$ cat src/rtl/seq_det_pkg.sv
// Shared types, default parameters and width helpers for the unlock-sequence detector.
package seq_det_pkg;

  typedef enum logic [2:0] {
    IDLE    = 3'd0,
    RECV    = 3'd1,
    DRAIN   = 3'd2,
    BACKOFF = 3'd3,
    LOCKED  = 3'd4
  } det_state_t;

  localparam int unsigned DEF_PAT_LEN      = 11;
  localparam logic [10:0] DEF_PATTERN      = 11'b000_1001_0100;
  localparam int unsigned DEF_MAX_FAILS    = 3;
  localparam int unsigned DEF_BACKOFF_BASE = 4;
  localparam bit          DEF_STICKY_LOCK  = 1'b1;

  // Position counter must hold 0..pat_len so an over-long frame is visible.
  function automatic int unsigned pos_width(input int unsigned pat_len);
    return $clog2(pat_len + 1);
  endfunction

  // Failure counter holds 0..max_fails.
  function automatic int unsigned fc_width(input int unsigned max_fails);
    return $clog2(max_fails + 1);
  endfunction

  // Back-off counter sized for the longest shifted back-off length.
  function automatic int unsigned bo_width(input int unsigned base, input int unsigned max_fails);
    return $clog2(base << (max_fails - 1)) + 1;
  endfunction

endpackage

$ cat src/rtl/seq_lock_detector_if.sv
// Serial attempt input and status outputs of the unlock-sequence detector.
interface seq_det_if
  import seq_det_pkg::*;
#(
  parameter int unsigned FC_W = fc_width(DEF_MAX_FAILS)
) ();

  logic            in_valid;
  logic            in_bit;
  logic            in_last;
  logic            in_ready;
  logic            detect;
  logic            fail;
  logic            locked;
  logic [FC_W-1:0] fail_count;

  modport master (
    output in_valid, in_bit, in_last,
    input  in_ready, detect, fail, locked, fail_count
  );

  modport slave (
    input  in_valid, in_bit, in_last,
    output in_ready, detect, fail, locked, fail_count
  );

endinterface

$ cat src/rtl/seq_lock_detector_backoff_timer.sv
// Back-off down-counter: loads base << (fails-1) on start, flags the final cycle.
module backoff_timer
  import seq_det_pkg::*;
#(
  parameter int unsigned BACKOFF_BASE = DEF_BACKOFF_BASE,
  parameter int unsigned MAX_FAILS    = DEF_MAX_FAILS,
  localparam int unsigned FC_W        = fc_width(MAX_FAILS),
  localparam int unsigned CNT_W       = bo_width(BACKOFF_BASE, MAX_FAILS)
) (
  input  logic            clk,
  input  logic            rst_n,
  input  logic            start_i,
  input  logic [FC_W-1:0] fails_i,
  output logic            done_c_o
);

  logic [CNT_W-1:0] cnt_q;
  logic [CNT_W-1:0] cnt_d;
  logic [CNT_W-1:0] load_val;

  assign load_val = CNT_W'(BACKOFF_BASE) << (fails_i - FC_W'(1));

  // Counter register.
  always_ff @(posedge clk) begin
    if (!rst_n) begin
      cnt_q <= '0;
    end else begin
      cnt_q <= cnt_d;
    end
  end

  // Load on start, otherwise count down to zero.
  always_comb begin
    cnt_d = cnt_q;
    if (start_i) begin
      cnt_d = load_val;
    end else if (cnt_q != '0) begin
      cnt_d = cnt_q - CNT_W'(1);
    end
  end

  // A count of one is the last back-off cycle; zero guards a degenerate base.
  assign done_c_o = (cnt_q <= CNT_W'(1));

endmodule

$ cat src/rtl/seq_lock_detector.sv
// Framed serial unlock-sequence detector with exponential back-off and lockout.
module seq_lock_detector
  import seq_det_pkg::*;
#(
  parameter int unsigned        PAT_LEN      = DEF_PAT_LEN,
  parameter logic [PAT_LEN-1:0] PATTERN      = PAT_LEN'(DEF_PATTERN),
  parameter int unsigned        MAX_FAILS    = DEF_MAX_FAILS,
  parameter int unsigned        BACKOFF_BASE = DEF_BACKOFF_BASE,
  parameter bit                 STICKY_LOCK  = DEF_STICKY_LOCK
) (
  input  logic     clk,
  input  logic     rst_n,
  seq_det_if.slave bus
);

  localparam int unsigned POS_W = pos_width(PAT_LEN);
  localparam int unsigned FC_W  = fc_width(MAX_FAILS);

  det_state_t         state_q;
  det_state_t         state_d;
  logic [POS_W-1:0]   pos_q;
  logic [POS_W-1:0]   pos_d;
  logic [FC_W-1:0]    fail_count_q;
  logic [FC_W-1:0]    fail_count_d;
  logic [FC_W-1:0]    fails_new;
  logic               detect_q;
  logic               detect_d;
  logic               fail_q;
  logic               fail_d;
  // Power-up value; a sticky lock must not depend on reset to start cleared.
  logic               locked_q = 1'b0;
  logic               locked_d;
  logic               in_ready_c;
  logic               accept;
  logic               bit_ok;
  logic               frame_ok;
  logic               frame_fail;
  logic               bo_start;
  logic               bo_done;
  logic [PAT_LEN-1:0] pat_shift;

  assign in_ready_c = (state_q == IDLE) || (state_q == RECV) || (state_q == DRAIN);
  assign accept     = bus.in_valid && in_ready_c;
  assign fails_new  = fail_count_q + FC_W'(1);

  // MSB of the shifted pattern is the bit expected at the current position.
  assign pat_shift = PATTERN << pos_q;
  assign bit_ok    = (pos_q < POS_W'(PAT_LEN)) && (bus.in_bit == pat_shift[PAT_LEN-1]);
  assign frame_ok  = bit_ok && (pos_q == POS_W'(PAT_LEN - 1));

  // State and status registers; a sticky lock survives reset.
  always_ff @(posedge clk) begin
    if (!rst_n) begin
      detect_q <= 1'b0;
      fail_q   <= 1'b0;
      pos_q    <= '0;
      if (STICKY_LOCK && locked_q) begin
        state_q      <= LOCKED;
        fail_count_q <= FC_W'(MAX_FAILS);
        locked_q     <= 1'b1;
      end else begin
        state_q      <= IDLE;
        fail_count_q <= '0;
        locked_q     <= 1'b0;
      end
    end else begin
      state_q      <= state_d;
      pos_q        <= pos_d;
      fail_count_q <= fail_count_d;
      detect_q     <= detect_d;
      fail_q       <= fail_d;
      locked_q     <= locked_d;
    end
  end

  // Next-state, match tracking and failure accounting.
  always_comb begin
    state_d      = state_q;
    pos_d        = pos_q;
    fail_count_d = fail_count_q;
    detect_d     = 1'b0;
    fail_d       = 1'b0;
    locked_d     = locked_q;
    bo_start     = 1'b0;
    frame_fail   = 1'b0;

    unique case (state_q)
      IDLE, RECV: begin
        if (accept) begin
          if (bus.in_last) begin
            pos_d = '0;
            if (frame_ok) begin
              detect_d     = 1'b1;
              fail_count_d = '0;
              state_d      = IDLE;
            end else begin
              frame_fail = 1'b1;
            end
          end else if (bit_ok) begin
            pos_d   = pos_q + POS_W'(1);
            state_d = RECV;
          end else begin
            state_d = DRAIN;
          end
        end
      end
      DRAIN: begin
        if (accept && bus.in_last) begin
          pos_d      = '0;
          frame_fail = 1'b1;
        end
      end
      BACKOFF: begin
        if (bo_done) begin
          state_d = IDLE;
        end
      end
      LOCKED: begin
      end
      default: begin
        state_d = IDLE;
      end
    endcase

    // Any unsuccessful frame end: count it, then lock out or back off.
    if (frame_fail) begin
      fail_d       = 1'b1;
      fail_count_d = fails_new;
      if (fails_new == FC_W'(MAX_FAILS)) begin
        state_d  = LOCKED;
        locked_d = 1'b1;
      end else begin
        state_d  = BACKOFF;
        bo_start = 1'b1;
      end
    end
  end

  backoff_timer #(
    .BACKOFF_BASE(BACKOFF_BASE),
    .MAX_FAILS   (MAX_FAILS)
  ) u_backoff_timer (
    .clk     (clk),
    .rst_n   (rst_n),
    .start_i (bo_start),
    .fails_i (fails_new),
    .done_c_o(bo_done)
  );

  assign bus.in_ready   = in_ready_c;
  assign bus.detect     = detect_q;
  assign bus.fail       = fail_q;
  assign bus.locked     = locked_q;
  assign bus.fail_count = fail_count_q;

endmodule

$ cat src/flat_wrapper.sv
// flat-port wrapper written by rule: the top's interface ports become plain ports
module seq_lock_detector_flat import seq_det_pkg::*;
#(
  parameter int unsigned        PAT_LEN      = DEF_PAT_LEN,
  parameter logic [PAT_LEN-1:0] PATTERN      = PAT_LEN'(DEF_PATTERN),
  parameter int unsigned        MAX_FAILS    = DEF_MAX_FAILS,
  parameter int unsigned        BACKOFF_BASE = DEF_BACKOFF_BASE,
  parameter bit                 STICKY_LOCK  = DEF_STICKY_LOCK
)
  (clk, rst_n, bus_in_valid, bus_in_bit, bus_in_last, bus_in_ready, bus_detect, bus_fail, bus_locked, bus_fail_count);
  seq_det_if #(.FC_W((2))) bus_i ();
  input  logic clk;
  input  logic rst_n;
  input wire logic [$bits(bus_i.in_valid)-1:0] bus_in_valid;
  input wire logic [$bits(bus_i.in_bit)-1:0] bus_in_bit;
  input wire logic [$bits(bus_i.in_last)-1:0] bus_in_last;
  output wire logic [$bits(bus_i.in_ready)-1:0] bus_in_ready;
  output wire logic [$bits(bus_i.detect)-1:0] bus_detect;
  output wire logic [$bits(bus_i.fail)-1:0] bus_fail;
  output wire logic [$bits(bus_i.locked)-1:0] bus_locked;
  output wire logic [$bits(bus_i.fail_count)-1:0] bus_fail_count;
  assign bus_i.in_valid = bus_in_valid;
  assign bus_i.in_bit = bus_in_bit;
  assign bus_i.in_last = bus_in_last;
  assign bus_in_ready = bus_i.in_ready;
  assign bus_detect = bus_i.detect;
  assign bus_fail = bus_i.fail;
  assign bus_locked = bus_i.locked;
  assign bus_fail_count = bus_i.fail_count;
  seq_lock_detector #(.PAT_LEN(PAT_LEN), .PATTERN(PATTERN), .MAX_FAILS(MAX_FAILS), .BACKOFF_BASE(BACKOFF_BASE), .STICKY_LOCK(STICKY_LOCK)) u_core (.clk(clk), .rst_n(rst_n), .bus(bus_i));
endmodule
$ cat config.mk
export PLATFORM = sky130hd
export DESIGN_NAME = seq_lock_detector_flat
export DESIGN_NICKNAME = d
export VERILOG_FILES = /design/src/rtl/seq_det_pkg.sv /design/src/rtl/seq_lock_detector_if.sv /design/src/rtl/seq_lock_detector_backoff_timer.sv /design/src/rtl/seq_lock_detector.sv /design/src/flat_wrapper.sv
export SDC_FILE = /design/constraint.sdc
export NUM_CORES = 1
export LEC_CHECK = 0
export CAP_MARGIN = 20
export CORE_AREA = 2 2 50 52
export DETAILED_ROUTE_END_ITERATION = 16
export DIE_AREA = 0 0 52 54
export MAX_ROUTING_LAYER = met4
export PLACE_DENSITY = 0.77
export SLEW_MARGIN = 20
export SYNTH_ARGS = -nofsm -noshare
export SYNTH_HDL_FRONTEND = slang
export SYNTH_HIERARCHICAL = 1
export SYNTH_SLANG_ARGS = --single-unit
$ cat constraint.sdc
create_clock -name clk -period 4.8 [get_ports clk]
set_clock_uncertainty 0.05 [all_clocks]
set_input_delay 0.96 -clock clk [delete_from_list [all_inputs] [get_ports clk]]
set_output_delay 0.96 -clock clk [all_outputs]
set_load 0.01 [all_outputs]
# [Yosys cells after proc, flatten, opt, wreduce, memory -nomap -nowiden]
# Index checks and enable logic that the tools add are counted.
[word_totals] reg_bits=17 input_bits=5 output_inout_bits=6 wordCells=89
[classes] addsub=4 order_cmp=2 n_eq_ne=20 shifts=2 n_mux=37 n_reduce_logical=17
[ops] cell="3-bit 2-to-1 mux" n=8
[ops] cell="2-bit 2-to-1 mux" n=8
[ops] cell="4-bit 2-to-1 mux" n=4
[ops] cell="4-bit AND reduction" n=4
[ops] cell="1-bit 2-to-1 mux" n=12
[ops] cell="3-bit by 1-bit != test with 1-bit output (second input constant)" n=4
[ops] cell="8-bit by 4-bit left shift with 11-bit output (first input constant)" n=1
[ops] cell="5-bit 2-to-1 mux" n=2
[ops] cell="3-bit one-hot mux with 3 select lines" n=1
[ops] cell="4-bit by 2-bit != test with 1-bit output (second input constant)" n=2
[ops] cell="4-bit one-hot mux with 2 select lines" n=1
[ops] cell="3-bit by 2-bit equality test with 1-bit output (second input constant)" n=2
[ops] cell="2-bit by 1-bit != test with 1-bit output (second input constant)" n=3
[ops] cell="3-bit by 2-bit != test with 1-bit output (second input constant)" n=2
[ops] cell="5-bit by 1-bit <= comparator with 1-bit output (second input constant)" n=1
[ops] cell="5-bit by 3-bit != test with 1-bit output (second input constant)" n=1
[ops] cell="5-bit nonzero test" n=1
[ops] cell="3-bit by 2-bit left shift with 5-bit output (first input constant)" n=1
[ops] cell="5-bit by 1-bit subtractor with 5-bit output (second input constant)" n=1
[ops] cell="4-bit by 1-bit adder with 4-bit output (second input constant)" n=1
[ops] cell="4-bit equality test (second input constant)" n=1
[ops] cell="1-bit logical AND" n=4
[ops] cell="4-bit < comparator (second input constant)" n=1
[ops] cell="2-bit nonzero test" n=2
[ops] cell="other kinds (12)" n=14

# [Longest topological paths before layout]
[depth] word_depth=10 ltp_mapped=9

# [Modules after synthesis]
# The synthesis kept the hierarchy.
[by_module_without_submodules] module="seq_lock_detector" n_inst=1 cells_per_inst=83 area_per_inst_um2=721.9 seq_area_each_um2=270.3
[by_module_without_submodules] module="backoff_timer" n_inst=1 cells_per_inst=32 area_per_inst_um2=286.5 seq_area_each_um2=100.1

# [Least setup slack after synthesis]
# Ideal clock, no wire load.
[synth_timing] path_kind="input port to flip-flop" startpoint="input bus_in_bit" endpoint="register u_core.u_backoff_timer.cnt_q[3]" arrival_ps=2174 path_slack_ps=2507 cell_stages=7 path_cell_list="xnor2_1 -> nand4_1 -> o21bai_1 -> nor2_1 -> nand2b_1 -> or2b_1 -> o21ai_1"
[synth_via] elab_chain_cells=9 word_cells_on_any_way=10 classes_between="1 x eq/ne; 6 x mux; 3 x reduce/logical"
[synth_lines] element="from (decl)" line="flat_wrapper.sv:15" source="input wire logic [$bits(bus_i.in_bit)-1:0] bus_in_bit;"
[synth_lines] element="1-bit equality test (*)" line="seq_lock_detector.sv:48" source="assign bit_ok = (pos_q < POS_W'(PAT_LEN)) && (bus.in_bit == pat_shift[PAT_LEN-1]);"
[synth_lines] element="1-bit logical AND (*)" line="seq_lock_detector.sv:48"
[synth_lines] element="1-bit logical AND (*)" line="seq_lock_detector.sv:49" source="assign frame_ok = bit_ok && (pos_q == POS_W'(PAT_LEN - 1));"
[synth_lines] element="1-bit 2-to-1 mux (*)" line="seq_lock_detector.sv:92" source="if (frame_ok) begin"
[synth_lines] element="1-bit 2-to-1 mux (*)" line="seq_lock_detector.sv:90" source="if (bus.in_last) begin"
[synth_lines] element="1-bit 2-to-1 mux (*)" line="seq_lock_detector.sv:89" source="if (accept) begin"
[synth_lines] element="1-bit one-hot mux with 2 select lines (*)" line="seq_lock_detector.sv:87" source="unique case (state_q)"
[synth_lines] element="1-bit 2-to-1 mux (*)" line="seq_lock_detector.sv:126" source="if (frame_fail) begin"
[synth_lines] element="net u_core.bo_start" line="seq_lock_detector.sv:38" source="logic bo_start;"
[synth_lines] element="5-bit 2-to-1 mux / 2-bit nonzero test (equally long branches)"
[synth_lines] element="to (signal assigned)" line="seq_lock_detector_backoff_timer.sv:28" source="cnt_q <= cnt_d;"
[synth_lines] element="to (decl)" line="seq_lock_detector_backoff_timer.sv:17" source="logic [CNT_W-1:0] cnt_q;"
# The timed path passes the listed nets; every way through them passes the cells marked *.
# A chain may end at the register's enable or synchronous reset.

# [Worst setup path in the final report]
# Ends and elaborated chain as after synthesis.

==> flow_summary.json <==
{
  "outcome": "finished clean",
  "dp_slack_ns": 1.66,
  "endpoint": "u_core/u_backoff_timer/cnt_q[3]$_SDFFE_PN0P_",
  "insertion_delay_ns": 0.28,
  "p_int_mw": 0.273,
  "synth_top_area_share_pct": 21.8,
  "antenna_found_initial": 0,
  "rows": 18,
  "synth-simple-area-share_pct": 23.4,
  "drtIter0Drc": 28,
  "hold_depth": 2,
  "cp_data_arrival_time_ns": 3.05,
  "wire_per_inst_um": 12.2,
  "synth_fp_nets": 126,
  "cp.buffers_inverters": 1,
  "reg2reg_to": "u_core/u_backoff_timer/cnt_q[3]$_SDFFE_PN0P_",
  "cts_root_buf": "clkbuf_4",
  "syn_area_um2": 1010,
  "clock.fmax_mhz": 348,
  "synth_compound_area_share_pct": 20.1,
  "regToRegStartpoint": "u_core/pos_q[0]$_SDFFE_PN0P_",
  "area_delta_synth_final_pct": 12.9,
  "grt_pass1_vias": 742,
  "synth.avg_cell_area_um2": 8.77,
  "core_um2": 2320,
  "grt_max_degree": 16,
  "synth.area.top_cells": "dfxtp_1 (22%), edfxtp_1 (15%), ha_1 (7.4%)",
  "layout_setup_ws_ns": 1.92,
  "stdcell_count": 155,
  "diodes": 0,
  "clkPwrFrac_pct": 17.6,
  "io_pins": 11,
  "slowest_stage": "clkdlybuf4s50_1",
  "vias": 815,
  "reg2reg_slack_ns": 2.50,
  "clock-sinks": 16,
  "rr_worst_depth": 9,
  "port_buffers": 9,
  "synth-seq-area-share_pct": 36.7,
  "hold_buffers": 0,
  "die_h_um": 54,
  "fin_area_um2": 1140,
  "drive_gt1_share_pct": 8.80,
  "start_kind": "input port",
  "finalWirelength_mm": 1.88,
  "grt_util_all_layers_pct": 14.6,
  "synthCells": 115,
  "setup.worst_path.class": "input port to flip-flop",
  "synth_top_cell_by_area": "dfxtp_1",
  "dp_hpwl_mm": 1.44,
  "postCtsSetupBuffers": 0,
  "synthXorXnorAreaFrac_pct": 4.34,
  "setup_viol": 0,
  "crit_path_end_kind": "flip-flop",
  "finalPower_mw": 0.408,
  "clk_pin_slew_ns": 0.09,
  "cp.depth": 8,
  "relSlewSlack_pct": 66.2,
  "powerDensity_nw_per_um2": 358,
  "drv_slew": 0,
  "drcViolationCount": 0,
  "slowest_delay_ns": 0.60,
  "viasPerCell": 5.26,
  "synthAdderAreaFrac_pct": 7.44,
  "synth_mux_area_share_pct": 2.23,
  "combPwrFrac_pct": 37.4,
  "yosysWarnings": 6,
  "p_leak_nw": 0.434,
  "p_sw_share_pct": 33.1,
  "ant_nets": 0,
  "crit_start": "bus_in_bit",
  "hold_class": "flip-flop to flip-flop",
  "cp_data_required_time_ns": 4.97,
  "drv_cap": 0,
  "synthTopCellsByCount": "dfxtp_1 (11), nor2_1 (11), inv_1 (8), o21ai_0 (8)",
  "cts_inserted_buffers": 3,
  "rsz0062_at_grt": "false",
  "nNetsFinal": 137,
  "ys_types": 42,
  "seqPwrFrac_pct": 45.0,
  "ys.flop_type": "dfxtp_1",
  "ir_drop_v": 0.000264,
  "power.switching_mw": 0.135,
  "post-route-period-util_pct": 60.0,
  "dr.pass1.iters": 4,
  "post_cts_resized": 0,
  "synth_top_family_by_area": "simple AND/OR/NAND/NOR gates",
  "grt.overflow.total": 0,
  "fin_tns_setup_ns": 0,
  "cp_top_family": "simple AND/OR/NAND/NOR gates",
  "layout_min_cycle_time_ns": 2.88,
  "synth_seq_cells": 16,
  "cts_tree": "yes",
  "async_flop_share_pct": 0,
  "synth_edf_count": 5,
  "cp_max_fo": 8,
  "grt_pass1_wl_mm": 2.97,
  "tightest_slew_ns": 0.504,
  "die_w_um": 52,
  "clock_path_buffers": 2,
  "timing.hold.ws_ns": 0.488,
  "postPlaceCellArea_um2": 1110,
  "hold_viol_final": 0,
  "die_area_um2": 2810,
  "start_util_pct": 43.5,
  "worstPathCellList": "clkdlybuf4s50_1 -> xnor2_1 -> nand4_1 -> o21bai_1 -> nor2_1 -> nand2b_1 -> or2b_1 -> o21ai_1",
  "htree_levels": 1,
  "place_congestion": 0.831,
  "place_inst": 151,
  "final_util_pct": 49.1
}
==> layout make-up <==
type	instances	area [um2]
clock buffer	4	26.3
fill	224	1180
inverter	8	30.0
multi-input combinational	88	584
sequential	16	370
tap	30	37.5
timing repair buffer	9	90.1
==> power by group through the flow <==
stage,clock network (mW),registers (mW),logic (mW)
after floorplan,0,0.180,0.127
after global placement,0,0.184,0.149
after detailed placement,0,0.186,0.151
after CTS,0.0749,0.183,0.153
after global routing,0.0818,0.186,0.169
final,0.0716,0.183,0.153
==> sequential cells by signal, summed over array words and instances (netlist names) <==
| register | flops |
|---|---|
| u_core/u_backoff_timer/cnt_q | 5 |
| u_core/pos_q | 4 |
| u_core/state_q | 3 |
| u_core/bus.fail_count | 2 |
| u_core/bus.detect | 1 |
| u_core/bus.fail | 1 |
==> layer usage <==
| metal | vias up | part of all wire, % | wire length (um) | track usage [%] |
|---|---|---|---|---|
| li1 | 422 | - | - | - |
| met1 | 369 | 48 | 900 | 15.7 |
| met2 | 22 | 47 | 893 | 26.2 |
| met3 | 2 | 3.9 | 74 | 5.00 |
| met4 | 0 | 0.80 | 15 | 3.07 |
| met5 | - | 0 | 0 | - |
==> tightest hold or removal path: stages (launching register included) <==
cell and delay, ns:
dfxtp_1 0.36, nand2_1 0.08, o22ai_1 0.05
==> cells by family after synthesis <==
family / count (synthesis)
simple gates: 44
compound gates: 30
flops: 16
buf+inv: 11
fa+ha+maj: 6
xor+xnor: 5
mux: 2
other cells: 1
==> how the worst min path moves through the flow <==
stage	slack, ns	endpoint	from
2_1_floorplan	0.43	u_core/pos_q[2]$_SDFFE_PN0P_	u_core/pos_q[2]$_SDFFE_PN0P_
3_3_place_gp	0.47	u_core/pos_q[2]$_SDFFE_PN0P_	u_core/pos_q[2]$_SDFFE_PN0P_
3_5_place_dp	0.48	u_core/pos_q[2]$_SDFFE_PN0P_	u_core/pos_q[2]$_SDFFE_PN0P_
4_1_cts	0.50	u_core/pos_q[2]$_SDFFE_PN0P_	u_core/pos_q[2]$_SDFFE_PN0P_
5_1_grt	0.54	u_core/u_backoff_timer/cnt_q[1]$_SDFFE_PN0P_	u_core/u_backoff_timer/cnt_q[1]$_SDFFE_PN0P_
6_report	0.49	u_core/pos_q[2]$_SDFFE_PN0P_	u_core/pos_q[2]$_SDFFE_PN0P_
==> placed cells by master (no fill, tap or decap), drive strengths merged, types with 2 or more instances in the layout <==
master,instances
nand2b,2
a21oi,6
a22o,2
nand2,6
nor2,11
nor3,3
inv,8
nor2b,2
xnor2,5
o21ai,9
dfxtp,11
clkdlybuf4s50,9
or3,2
edfxtp,5
clkbuf,4
or2b,2
mux2,2
and2,3
a211oi,2
o21a,4
nand3,5
ha,6
Note: power is estimated with default switching activity, not from simulation.
